<file path="src/rtl/common_pkg.sv">
// Shared pipeline types: forwarding select, M-extension op encoding and M-unit FSM states.
package common;

    localparam int         XLEN_DEFAULT = 32;
    localparam logic [6:0] MD_FUNCT7    = 7'b0000001;

    typedef enum logic [1:0] {
        FWD_REG = 2'd0,
        EX_MEM  = 2'd1,
        MEM_WB  = 2'd2
    } forwarding_type;

    typedef enum logic [2:0] {
        MD_MUL    = 3'b000,
        MD_MULH   = 3'b001,
        MD_MULHSU = 3'b010,
        MD_MULHU  = 3'b011,
        MD_DIV    = 3'b100,
        MD_DIVU   = 3'b101,
        MD_REM    = 3'b110,
        MD_REMU   = 3'b111
    } md_op_type;

    typedef enum logic [2:0] {
        ST_IDLE = 3'd0,
        ST_MUL  = 3'd1,
        ST_DIV  = 3'd2,
        ST_FIX  = 3'd3,
        ST_DONE = 3'd4
    } md_state_type;

endpackage

</file>
<file path="src/rtl/execute_md_divider.sv">
// Iterative restoring divider on unsigned magnitudes; resolves BITS quotient bits per cycle.
// o_done is high during the final iteration cycle; quotient/remainder are valid after that edge.
module md_divider #(
    parameter int XLEN = 32,
    parameter int BITS = 1
) (
    input  logic            clk,
    input  logic            rst,
    input  logic            i_start,
    input  logic            i_kill,
    input  logic [XLEN-1:0] i_dividend,
    input  logic [XLEN-1:0] i_divisor,
    output logic            o_done,
    output logic [XLEN-1:0] o_quotient,
    output logic [XLEN-1:0] o_remainder
);
    localparam int ITERS = XLEN / BITS;
    localparam int CW    = $clog2(ITERS + 1);

    logic [XLEN-1:0] r_quo, r_rem, r_div;
    logic [CW-1:0]   r_cnt;
    logic            r_busy;

    logic [XLEN-1:0] w_quo, w_rem;
    logic [XLEN:0]   w_trial;

    // NOTE: always_comb variables get a default before any branch so no latch is inferred.
    always_comb begin
        w_quo   = r_quo;
        w_rem   = r_rem;
        w_trial = '0;
        // NOTE: blocking assignments here chain BITS iterations within one cycle.
        for (int i = 0; i < BITS; i++) begin
            w_trial = {w_rem, w_quo[XLEN-1]} - {1'b0, r_div};
            if (!w_trial[XLEN]) begin
                w_rem = w_trial[XLEN-1:0];
                w_quo = {w_quo[XLEN-2:0], 1'b1};
            end else begin
                w_rem = {w_rem[XLEN-2:0], w_quo[XLEN-1]};
                w_quo = {w_quo[XLEN-2:0], 1'b0};
            end
        end
    end

    // NOTE: sequential state uses non-blocking assignments only.
    always_ff @(posedge clk or posedge rst) begin
        if (rst) begin
            r_quo  <= '0;
            r_rem  <= '0;
            r_div  <= '0;
            r_cnt  <= '0;
            r_busy <= 1'b0;
        end else if (i_kill) begin
            r_busy <= 1'b0;
            r_cnt  <= '0;
        end else if (i_start) begin
            r_quo  <= i_dividend;
            r_rem  <= '0;
            r_div  <= i_divisor;
            r_cnt  <= CW'(ITERS);
            r_busy <= 1'b1;
        end else if (r_busy) begin
            r_quo <= w_quo;
            r_rem <= w_rem;
            r_cnt <= r_cnt - 1'b1;
            if (r_cnt == CW'(1)) r_busy <= 1'b0;
        end
    end

    assign o_done      = r_busy && (r_cnt == CW'(1));
    assign o_quotient  = r_quo;
    assign o_remainder = r_rem;

endmodule

</file>
<file path="src/rtl/execute_md.sv">
// Multi-cycle RISC-V M-extension unit for EX, with forwarding select and pipeline stall.
// Optional: define EXECUTE_MD_RESULT_CACHE_EN to replay the last division's result in one cycle.
module execute_md
    import common::*;
#(
    parameter int XLEN               = XLEN_DEFAULT,
    parameter int MUL_STAGES         = 2,
    parameter int DIV_BITS_PER_CYCLE = 1
) (
    input  logic            clk,
    input  logic            rst,
    input  logic            i_valid,
    input  logic [2:0]      i_funct3,
    input  logic [XLEN-1:0] i_rs1_data,
    input  logic [XLEN-1:0] i_rs2_data,
    input  logic [XLEN-1:0] i_from_mem,
    input  logic [XLEN-1:0] i_from_wb,
    input  forwarding_type  i_fwd_a,
    input  forwarding_type  i_fwd_b,
    input  logic            i_flush,
    output logic            o_valid,
    output logic [XLEN-1:0] o_result,
    output logic            stall
);
    localparam logic [2:0]      S_IDLE  = ST_IDLE;
    localparam logic [2:0]      S_MUL   = ST_MUL;
    localparam logic [2:0]      S_DIV   = ST_DIV;
    localparam logic [2:0]      S_FIX   = ST_FIX;
    localparam logic [2:0]      S_DONE  = ST_DONE;
    localparam int              MCW     = (MUL_STAGES > 1) ? $clog2(MUL_STAGES) : 1;
    localparam logic [XLEN-1:0] INT_MIN = {1'b1, {(XLEN-1){1'b0}}};

    logic [2:0]      r_state, r_funct3;
    logic [XLEN-1:0] r_a, r_b, r_result;
    logic [MCW-1:0]  r_mul_cnt;

    logic [XLEN-1:0] w_a, w_b, w_mag_a, w_mag_b;
    logic            w_accept, w_in_signed, w_in_special, w_div_start, w_hit;
    logic [XLEN-1:0] w_hit_result;

    assign w_a = (i_fwd_a == EX_MEM) ? i_from_mem : (i_fwd_a == MEM_WB) ? i_from_wb : i_rs1_data;
    assign w_b = (i_fwd_b == EX_MEM) ? i_from_mem : (i_fwd_b == MEM_WB) ? i_from_wb : i_rs2_data;

    assign w_accept     = (r_state == S_IDLE) && i_valid && !i_flush;
    assign w_in_signed  = !i_funct3[0];
    assign w_in_special = (w_b == '0) || (w_in_signed && (w_a == INT_MIN) && (w_b == '1));
    assign w_mag_a      = (w_in_signed && w_a[XLEN-1]) ? -w_a : w_a;
    assign w_mag_b      = (w_in_signed && w_b[XLEN-1]) ? -w_b : w_b;
    assign w_div_start  = w_accept && i_funct3[2] && !w_in_special && !w_hit;

    logic            w_div_done;
    logic [XLEN-1:0] w_div_quo, w_div_rem;

    md_divider #(.XLEN(XLEN), .BITS(DIV_BITS_PER_CYCLE)) u_divider (
        .clk         (clk),
        .rst         (rst),
        .i_start     (w_div_start),
        .i_kill      (i_flush),
        .i_dividend  (w_mag_a),
        .i_divisor   (w_mag_b),
        .o_done      (w_div_done),
        .o_quotient  (w_div_quo),
        .o_remainder (w_div_rem)
    );

    // Single multiplier on latched operands; the MUL state gives it MUL_STAGES cycles to settle.
    logic              w_mul_a_signed, w_mul_b_signed;
    logic [2*XLEN-1:0] w_ext_a, w_ext_b, w_prod;
    logic [XLEN-1:0]   w_mul_result;

    assign w_mul_a_signed = (r_funct3 != MD_MULHU);
    assign w_mul_b_signed = (r_funct3 == MD_MUL) || (r_funct3 == MD_MULH);
    assign w_ext_a        = {{XLEN{w_mul_a_signed & r_a[XLEN-1]}}, r_a};
    assign w_ext_b        = {{XLEN{w_mul_b_signed & r_b[XLEN-1]}}, r_b};
    assign w_prod         = w_ext_a * w_ext_b;
    assign w_mul_result   = (r_funct3[1:0] == 2'b00) ? w_prod[XLEN-1:0] : w_prod[2*XLEN-1:XLEN];

    logic            w_signed, w_a_neg, w_b_neg, w_div_zero, w_ovf;
    logic [XLEN-1:0] w_fix_quo, w_fix_rem, w_fix_result;

    assign w_signed   = !r_funct3[0];
    assign w_a_neg    = w_signed & r_a[XLEN-1];
    assign w_b_neg    = w_signed & r_b[XLEN-1];
    assign w_div_zero = (r_b == '0);
    assign w_ovf      = w_signed && (r_a == INT_MIN) && (r_b == '1);

    always_comb begin
        w_fix_quo = w_div_quo;
        w_fix_rem = w_div_rem;
        if (w_div_zero) begin
            w_fix_quo = '1;
            w_fix_rem = r_a;
        end else if (w_ovf) begin
            w_fix_quo = r_a;
            w_fix_rem = '0;
        end else begin
            if (w_a_neg ^ w_b_neg) w_fix_quo = -w_div_quo;
            if (w_a_neg)           w_fix_rem = -w_div_rem;
        end
    end

    assign w_fix_result = r_funct3[1] ? w_fix_rem : w_fix_quo;

`ifdef EXECUTE_MD_RESULT_CACHE_EN
    logic            r_c_valid, r_c_signed;
    logic [XLEN-1:0] r_c_a, r_c_b, r_c_quo, r_c_rem;

    assign w_hit        = r_c_valid && i_funct3[2] && (w_a == r_c_a) && (w_b == r_c_b)
                          && (w_in_signed == r_c_signed);
    assign w_hit_result = i_funct3[1] ? r_c_rem : r_c_quo;

    // NOTE: the cache is a handful of flops, so it is reset like any other register.
    always_ff @(posedge clk or posedge rst) begin
        if (rst) begin
            r_c_valid  <= 1'b0;
            r_c_signed <= 1'b0;
            r_c_a      <= '0;
            r_c_b      <= '0;
            r_c_quo    <= '0;
            r_c_rem    <= '0;
        end else if (i_flush && (r_state != S_IDLE) && r_funct3[2]) begin
            r_c_valid <= 1'b0;
        end else if (r_state == S_FIX) begin
            r_c_valid  <= 1'b1;
            r_c_signed <= w_signed;
            r_c_a      <= r_a;
            r_c_b      <= r_b;
            r_c_quo    <= w_fix_quo;
            r_c_rem    <= w_fix_rem;
        end
    end
`else
    assign w_hit        = 1'b0;
    assign w_hit_result = '0;
`endif

    always_ff @(posedge clk or posedge rst) begin
        if (rst) begin
            r_state   <= S_IDLE;
            r_funct3  <= '0;
            r_a       <= '0;
            r_b       <= '0;
            r_result  <= '0;
            r_mul_cnt <= '0;
        end else if (i_flush) begin
            r_state   <= S_IDLE;
            r_mul_cnt <= '0;
        end else begin
            case (r_state)
                S_IDLE: if (i_valid) begin
                    r_a       <= w_a;
                    r_b       <= w_b;
                    r_funct3  <= i_funct3;
                    r_mul_cnt <= '0;
                    if (!i_funct3[2]) begin
                        r_state <= S_MUL;
                    end else if (w_hit) begin
                        r_state  <= S_DONE;
                        r_result <= w_hit_result;
                    end else if (w_in_special) begin
                        r_state <= S_FIX;
                    end else begin
                        r_state <= S_DIV;
                    end
                end
                S_MUL: begin
                    if (r_mul_cnt == MCW'(MUL_STAGES - 1)) begin
                        r_state  <= S_DONE;
                        r_result <= w_mul_result;
                    end else begin
                        r_mul_cnt <= r_mul_cnt + 1'b1;
                    end
                end
                S_DIV: if (w_div_done) r_state <= S_FIX;
                S_FIX: begin
                    r_state  <= S_DONE;
                    r_result <= w_fix_result;
                end
                default: r_state <= S_IDLE;
            endcase
        end
    end

    assign o_valid  = (r_state == S_DONE) && !i_flush;
    assign o_result = r_result;
    assign stall    = w_accept || (r_state == S_MUL) || (r_state == S_DIV) || (r_state == S_FIX);

endmodule

</file>
<file path="config.mk">
export PLATFORM = sky130hd
export DESIGN_NAME = execute_md
export DESIGN_NICKNAME = d
export VERILOG_FILES = /design/src/rtl/common_pkg.sv /design/src/rtl/execute_md_divider.sv /design/src/rtl/execute_md.sv
export SDC_FILE = /design/constraint.sdc
export NUM_CORES = 2
export LEC_CHECK = 0
export ABC_AREA = 1
export BUFFER_PORTS_ARGS = -buffer_cell sky130_fd_sc_hd__buf_4
export CAP_MARGIN = 20
export CORE_ASPECT_RATIO = 1.5
export CORE_MARGIN = 5
export CORE_UTILIZATION = 60
export DETAILED_ROUTE_END_ITERATION = 10
export MAX_ROUTING_LAYER = met4
export PLACE_DENSITY = 0.77
export SETUP_SLACK_MARGIN = 0.02
export SLEW_MARGIN = 20
export SYNTH_ARGS = -nofsm -noshare
export SYNTH_HDL_FRONTEND = slang
export SYNTH_HIERARCHICAL = 1
export SYNTH_SLANG_ARGS = --single-unit
</file>
<file path="constraint.sdc">
create_clock -name clk -period 21.8 [get_ports clk]
set_input_delay 2.18 -clock clk [delete_from_list [all_inputs] [get_ports clk]]
set_output_delay 2.18 -clock clk [all_outputs]
set_load 0.02 [all_outputs]
</file>
; ---- After elaboration in Yosys (flattened, before gate mapping)
; Cells that the tools add are included.
[totals]
ff_bits = 206
input_bits = 139
output_inout_bits = 34
word_cells = 120
[op_classes]
addsub = 7
mul = 1
eq_ne = 19
muxes = 40
bitwise_logic = 6
reduce_logical = 36
[op_table]
columns = op, count
row1 = 2-to-1 mux 32 bit, 20
row2 = == test 32 bit (second input constant), 4
row3 = negator 32 bit, 4
row4 = logical NOT 32 bit, 2
row5 = multiplier 33 x 33 -> 64 bit, 1
row6 = one-hot mux 32 bit (2 select lines), 1
row7 = subtractor 33 x 32 -> 33 bit, 1
row8 = 2-to-1 mux 6 bit, 3
row9 = logical AND 1 bit, 12
row10 = 2-to-1 mux 3 bit, 4
row11 = one-hot mux 3 bit (4 select lines), 1
row12 = 2-to-1 mux 1 bit, 9
row13 = AND reduction 3 bit, 3
row14 = == test 3 x 1 -> 1 bit (second input constant), 2
row15 = == test 3 x 2 -> 1 bit (second input constant), 2
row16 = == test 6 x 1 -> 1 bit (second input constant), 1
row17 = logical NOT 3 bit, 2
row18 = != test 3 x 2 -> 1 bit (second input constant), 2
row19 = != test 3 bit (second input constant), 2
row20 = AND reduction 2 bit, 3
row21 = nonzero test 3 bit, 2
row22 = subtractor 6 x 1 -> 6 bit (second input constant), 1
row23 = logical OR 1 bit, 5
row24 = AND 1 bit, 4
row25 = other kinds (12), 18

; ---- Longest topological paths before layout
[logic_depth]
ltp_word = 12
depth_mapped = 36
mapped_depth_nobuf = 35

; ---- Cells and area by module
; Netlist, hierarchy kept.
[modules_own_cells]
columns = module, instances, cells_per_inst, area_each_um2, seq_area_each_um2
row1 = execute_md, 1, 6953, 50865.0, 2577.5
row2 = md_divider, 1, 1143, 7482.2, 2577.5

; ---- Least setup slack after synthesis
; Ideal clock, no wire load.
[synth_path]
kind = flip-flop to flip-flop
from = register r_funct3[0]
to = register r_result[28], in the netlist o_result[28]
setup_time_ns = 0.117
arrival_time_ns = 7.122
required_time_ns = 21.683
path_slack_ns = 14.561
path_stages_with_launch = 31
n_path_buf = 1
path_cell_list = dfrtp_1 nand2_1 nor2_1 clkbuf_1 nor2_1 fa_1 fa_1 fa_1 fa_1 inv_1 fa_1 fa_1 fa_1 fa_1 inv_1 ha_1 nand2_1 nor2_1 inv_1 nor2_1 nand2_1 nor3_1 nand2_1 nand3_1 nand2_1 nand3_1 nand2_1 nand2_1 nand2_1 nand2_1 nand2_1
[synth_via]
elab_chain_len = 8
elab_cells_between_ends = 24
cone_classes = mul (1) / eq/ne (2) / mux (10) / bitwise (5) / reduce/logical (6)
[synth_rtl]
columns = item, line_no
row1 = start: declaration, execute_md.sv:33  ; logic [2:0] r_state, r_funct3;
row2 = start signal: assignment, execute_md.sv:153  ; r_funct3 <= i_funct3;
row3 = "parallel branches: the longest is 7 deep, another holds multiplier 33 x 33 -> 64 bit", -
row4 = one-hot mux 32 bit (2 select lines) (*), execute_md.sv:149  ; case (r_state)
row5 = end signal: assignment, execute_md.sv:159  ; r_result <= w_hit_result;
row6 = end signal: assignment, execute_md.sv:169  ; r_result <= w_mul_result;
row7 = end signal: assignment, execute_md.sv:177  ; r_result <= w_fix_result;
row8 = end: declaration, execute_md.sv:34  ; logic [XLEN-1:0] r_a, r_b, r_result;
; Every way passes the cells marked *. The select of a mux whose other input is x is not followed.
; A chain may end at the register's enable or synchronous reset.

; ---- Worst setup path in the final report
[layout_path]
from = register r_funct3[1]
to = register r_result[5], in the netlist o_result[5]
[layout_via]
elab_chain_len = 7
elab_cells_between_ends = 12
cone_classes = mul (1) / eq/ne (2) / mux (4) / bitwise (2) / reduce/logical (3)
[layout_rtl]
columns = item, line_no
row1 = == test 3 x 1 -> 1 bit / logical NOT 3 bit (equally long branches), execute_md.sv:72  ; assign w_mul_b_signed = (r_funct3 == MD_MUL) || (r_funct3 == MD_MULH);
row2 = logical OR 1 bit, execute_md.sv:72
row3 = AND 1 bit, execute_md.sv:74  ; assign w_ext_b = {{XLEN{w_mul_b_signed & r_b[XLEN-1]}}, r_b};
row4 = multiplier 33 x 33 -> 64 bit, execute_md.sv:75  ; assign w_prod = w_ext_a * w_ext_b;
row5 = 2-to-1 mux 32 bit, execute_md.sv:76  ; assign w_mul_result = (r_funct3[1:0] == 2'b00) ? w_prod[XLEN-1:0] : w_prod[2*XLEN-1:XLEN];
row6 = 2-to-1 mux 32 bit, execute_md.sv:167  ; if (r_mul_cnt == MCW'(MUL_STAGES - 1)) begin
row7 = one-hot mux 32 bit (2 select lines) (*), execute_md.sv:149
; Mark *: on every way between the ends. The rest lies on a longest branch, timed or not. The select of a mux whose other input is x is not followed.

==> impl_metrics.tcl <==
set metrics [dict create \
    status "finished clean" \
    setup_viol 0 \
    cts_buffers 20 \
    grt-ovfl-total 0 \
    ys_types 55 \
    r2r_start "r_funct3[1]" \
    hold_end "r_a[20]" \
    antenna_found_initial 4 \
    utilization_pct 63.1 \
    rsz0062_at_grt "false" \
    hp-class "reg -> reg" \
    async_flop_share_pct 100 \
    grtUsageTotal_pct 39.7 \
    yosysSeqAreaShare_pct 8.83 \
    fill_cells 8849 \
    vias 52500 \
    finalClockSkew_ps 39.7 \
    start_util_pct 60.2 \
    synth_edf_count 0 \
    htreeDepth 1 \
    rows 140 \
    placedInstanceArea_um2 60400 \
    crit_path_max_fanout 24 \
    yosys_warnings 6 \
    antenna_left 0 \
    via_per_inst 5.64 \
    drt_wl_total_mm 199 \
    cts_tree "done" \
    worst_setup_path_end_kind "register" \
    ys_ff_latch 206 \
    core_region_area_um2 96900 \
    drt_iter0_drc 4187 \
    drv_slew 0 \
    synth_cells 8096 \
    cp.required_ps 22240 \
    syn_to_final_growth_pct 4.69 \
    syn_nets 9612 \
    timing.fmax_mhz 115 \
    layout_min_cycle_time_ps 8670 \
    worst-r2r-setup-slack_ps 13130 \
    grt_pass1_vias 55300 \
    hold_buffers 0 \
    avgSynthCellArea_um2 7.21 \
    critical_path_class "reg -> reg" \
    finalCritPeriodShare_pct 39.8 \
    hold_viol_final 0 \
    tns_ps 0 \
    drive_above_1_share_pct 5.69 \
    holdPathStages 2 \
    layout_common_cells "nand2_1 (2367), inv_1 (1977), fa_1 (1126), nor2_1 (514), nand3_1 (283)" \
    cp_data_arrival_time_ps 9100 \
    ys.flop_type "dfrtp_1" \
    tightest_slew_ps 1050 \
    dieArea_um2 104000 \
    die_h_um 392 \
    dieWidth_um 265 \
    holdCritStartpoint "r_a[20]" \
    io_pins 173 \
    final_common_cell "nand2_1" \
    drc_errors 0 \
    post_drt_wl_per_cell_um 21.4 \
    port_buffers 172 \
    post_cts_buffers 0 \
    clock_path_buffers 3 \
    relSlewSlack_pct 29.5 \
    fin_area_um2 61100 \
    nets 9531 \
    critPathLaunchType "register" \
    maxCapViolations 0 \
    clk_pin_slew_ps 80 \
    firstDrtPassIters 8 \
    cts_root_buf "clkbuf_16" \
    syn-cell-area_um2 58300 \
    hpwl_mm 164 \
    grt_max_degree 75 \
    cts_num_sinks 206 \
    cts-resized-gates 0 \
    reg2reg_depth 27 \
    grt_first_pass_wirelength_mm 307 \
    r2r_end "o_result[5]" \
    clk_latency_ps 560 \
    gp_congestion 1.12 \
]
-- logic make-up after synthesis --
group	Yosys count	share of synthesized area, %
AND/OR/NAND/NOR	3433	24.3
buffers and inverters	2367	15.5
adder cells (fa/ha/maj)	1377	44.0
AO/OA/AOI/OAI	589	5.50
flip-flops	206	8.83
XOR/XNOR	123	1.85
multiplexers	1	0.0193
-- stage by stage --
stage / setup slack, ps / instances / hold slack (ps)
floorplan: 14560 / 8096 / 482
global placement: 13380 / 9271 / 460
detailed placement: 13380 / 9271 / 461
CTS: 13390 / 9307 / 477
global route: 12900 / 9308 / 521
finish: 13130 / 9308 / 481
-- worst max-delay path, cell delays in order (launching register included) --
cell and delay, ps:
dfrtp_1 500, nor2_1 230, nand2_1 110, buf_4 380, clkinv_1 620, nand2_1 350, fa_1 470, fa_1 420
fa_1 570, fa_1 460, fa_1 530, inv_1 60, fa_1 500, inv_1 60, fa_1 350, inv_1 80
fa_1 480, ha_1 390, a21oi_1 320, nor2_1 80, nor2_1 150, nand2_1 140, o21bai_1 210, a21oi_1 190
xor2_1 570, nand2_1 100, nand3_1 140, a21oi_1 90
-- metal layers --
| layer | vias up | wire (um) | track usage [%] |
|---|---|---|---|
| li1 | 23300 | - | - |
| met1 | 25400 | 62600 | 39.9 |
| met2 | 2647 | 98800 | 67.6 |
| met3 | 1130 | 14100 | 5.82 |
| met4 | 0 | 23400 | 33.9 |
| met5 | - | 0 | - |
-- how the worst max path moves through the flow --
| stage | from | to | slack [ps] | cells past startpoint |
|---|---|---|---|---|
| finish | r_funct3[1] | o_result[5] | 13130 | 27 |
| CTS | r_b[31] | o_result[5] | 13390 | 26 |
| detailed placement | r_b[31] | o_result[5] | 13380 | 27 |
| global route | r_funct3[1] | o_result[5] | 12900 | 26 |
| global placement | r_b[31] | o_result[5] | 13380 | 26 |
| floorplan | r_funct3[0] | o_result[28] | 14560 | 30 |
-- flip-flops by register name, summed over array words and instances, names as in the netlist --
signal	count
r_state	3
u_divider/o_remainder	32
r_mul_cnt	1
o_result	32
r_b	32
u_divider/r_busy	1
r_a	32
u_divider/o_quotient	32
u_divider/r_div	32
u_divider/r_cnt	6
r_funct3	3
-- synth_stat cells (3+ instances only) --
library cell     n  area, um2
a21boi_0         3       22.5
a21o_1           6       45.0
a21oi_1        246       1230
a21oi_2          4       35.0
a31oi_1          5       31.3
buf_1           22       82.6
buf_2           61        305
buf_6            7       78.8
clkbuf_1       270       1010
clkinv_1         3       11.3
dfrtp_1        206       5150
fa_1          1126      22500
ha_1           251       3140
inv_1         1979       7430
inv_2           22       82.6
nand2_1       2368       8890
nand2_2         41        257
nand2_4          8       90.1
nand3_1        283       1420
nand3_2         29        290
nand3_4          6        105
nand3b_1        15        113
nand4_1         56        350
nor2_1         516       1940
nor2_2          15       93.8
nor2_4           8       90.1
nor3_1          53        265
nor3_2           3       30.0
nor4_1          13       81.3
o211ai_1        34        255
o21ai_0        230       1150
o21ai_1         13       65.1
o21bai_1        22        165
o22ai_1         11       68.8
o31ai_1          6       45.0
or2_2           10       62.6
xnor2_1         42        368
xor2_1          81        709
-- layout make-up --
type,instances,area (um2),share of cell area [%]
Antenna cell,1,2.50,0.00410
Clock buffer,28,571,0.934
Clock inverter,8,96.3,0.158
Inverter,2004,7530,12.3
Multi-Input combinational cell,5523,44200,72.3
Sequential cell,206,5160,8.44
Tap cell,1278,1600,2.62
Timing Repair Buffer,260,1950,3.20
Power is not shown: default switching activity piles up to over one toggle a cycle in this logic, so the estimate is an artifact.
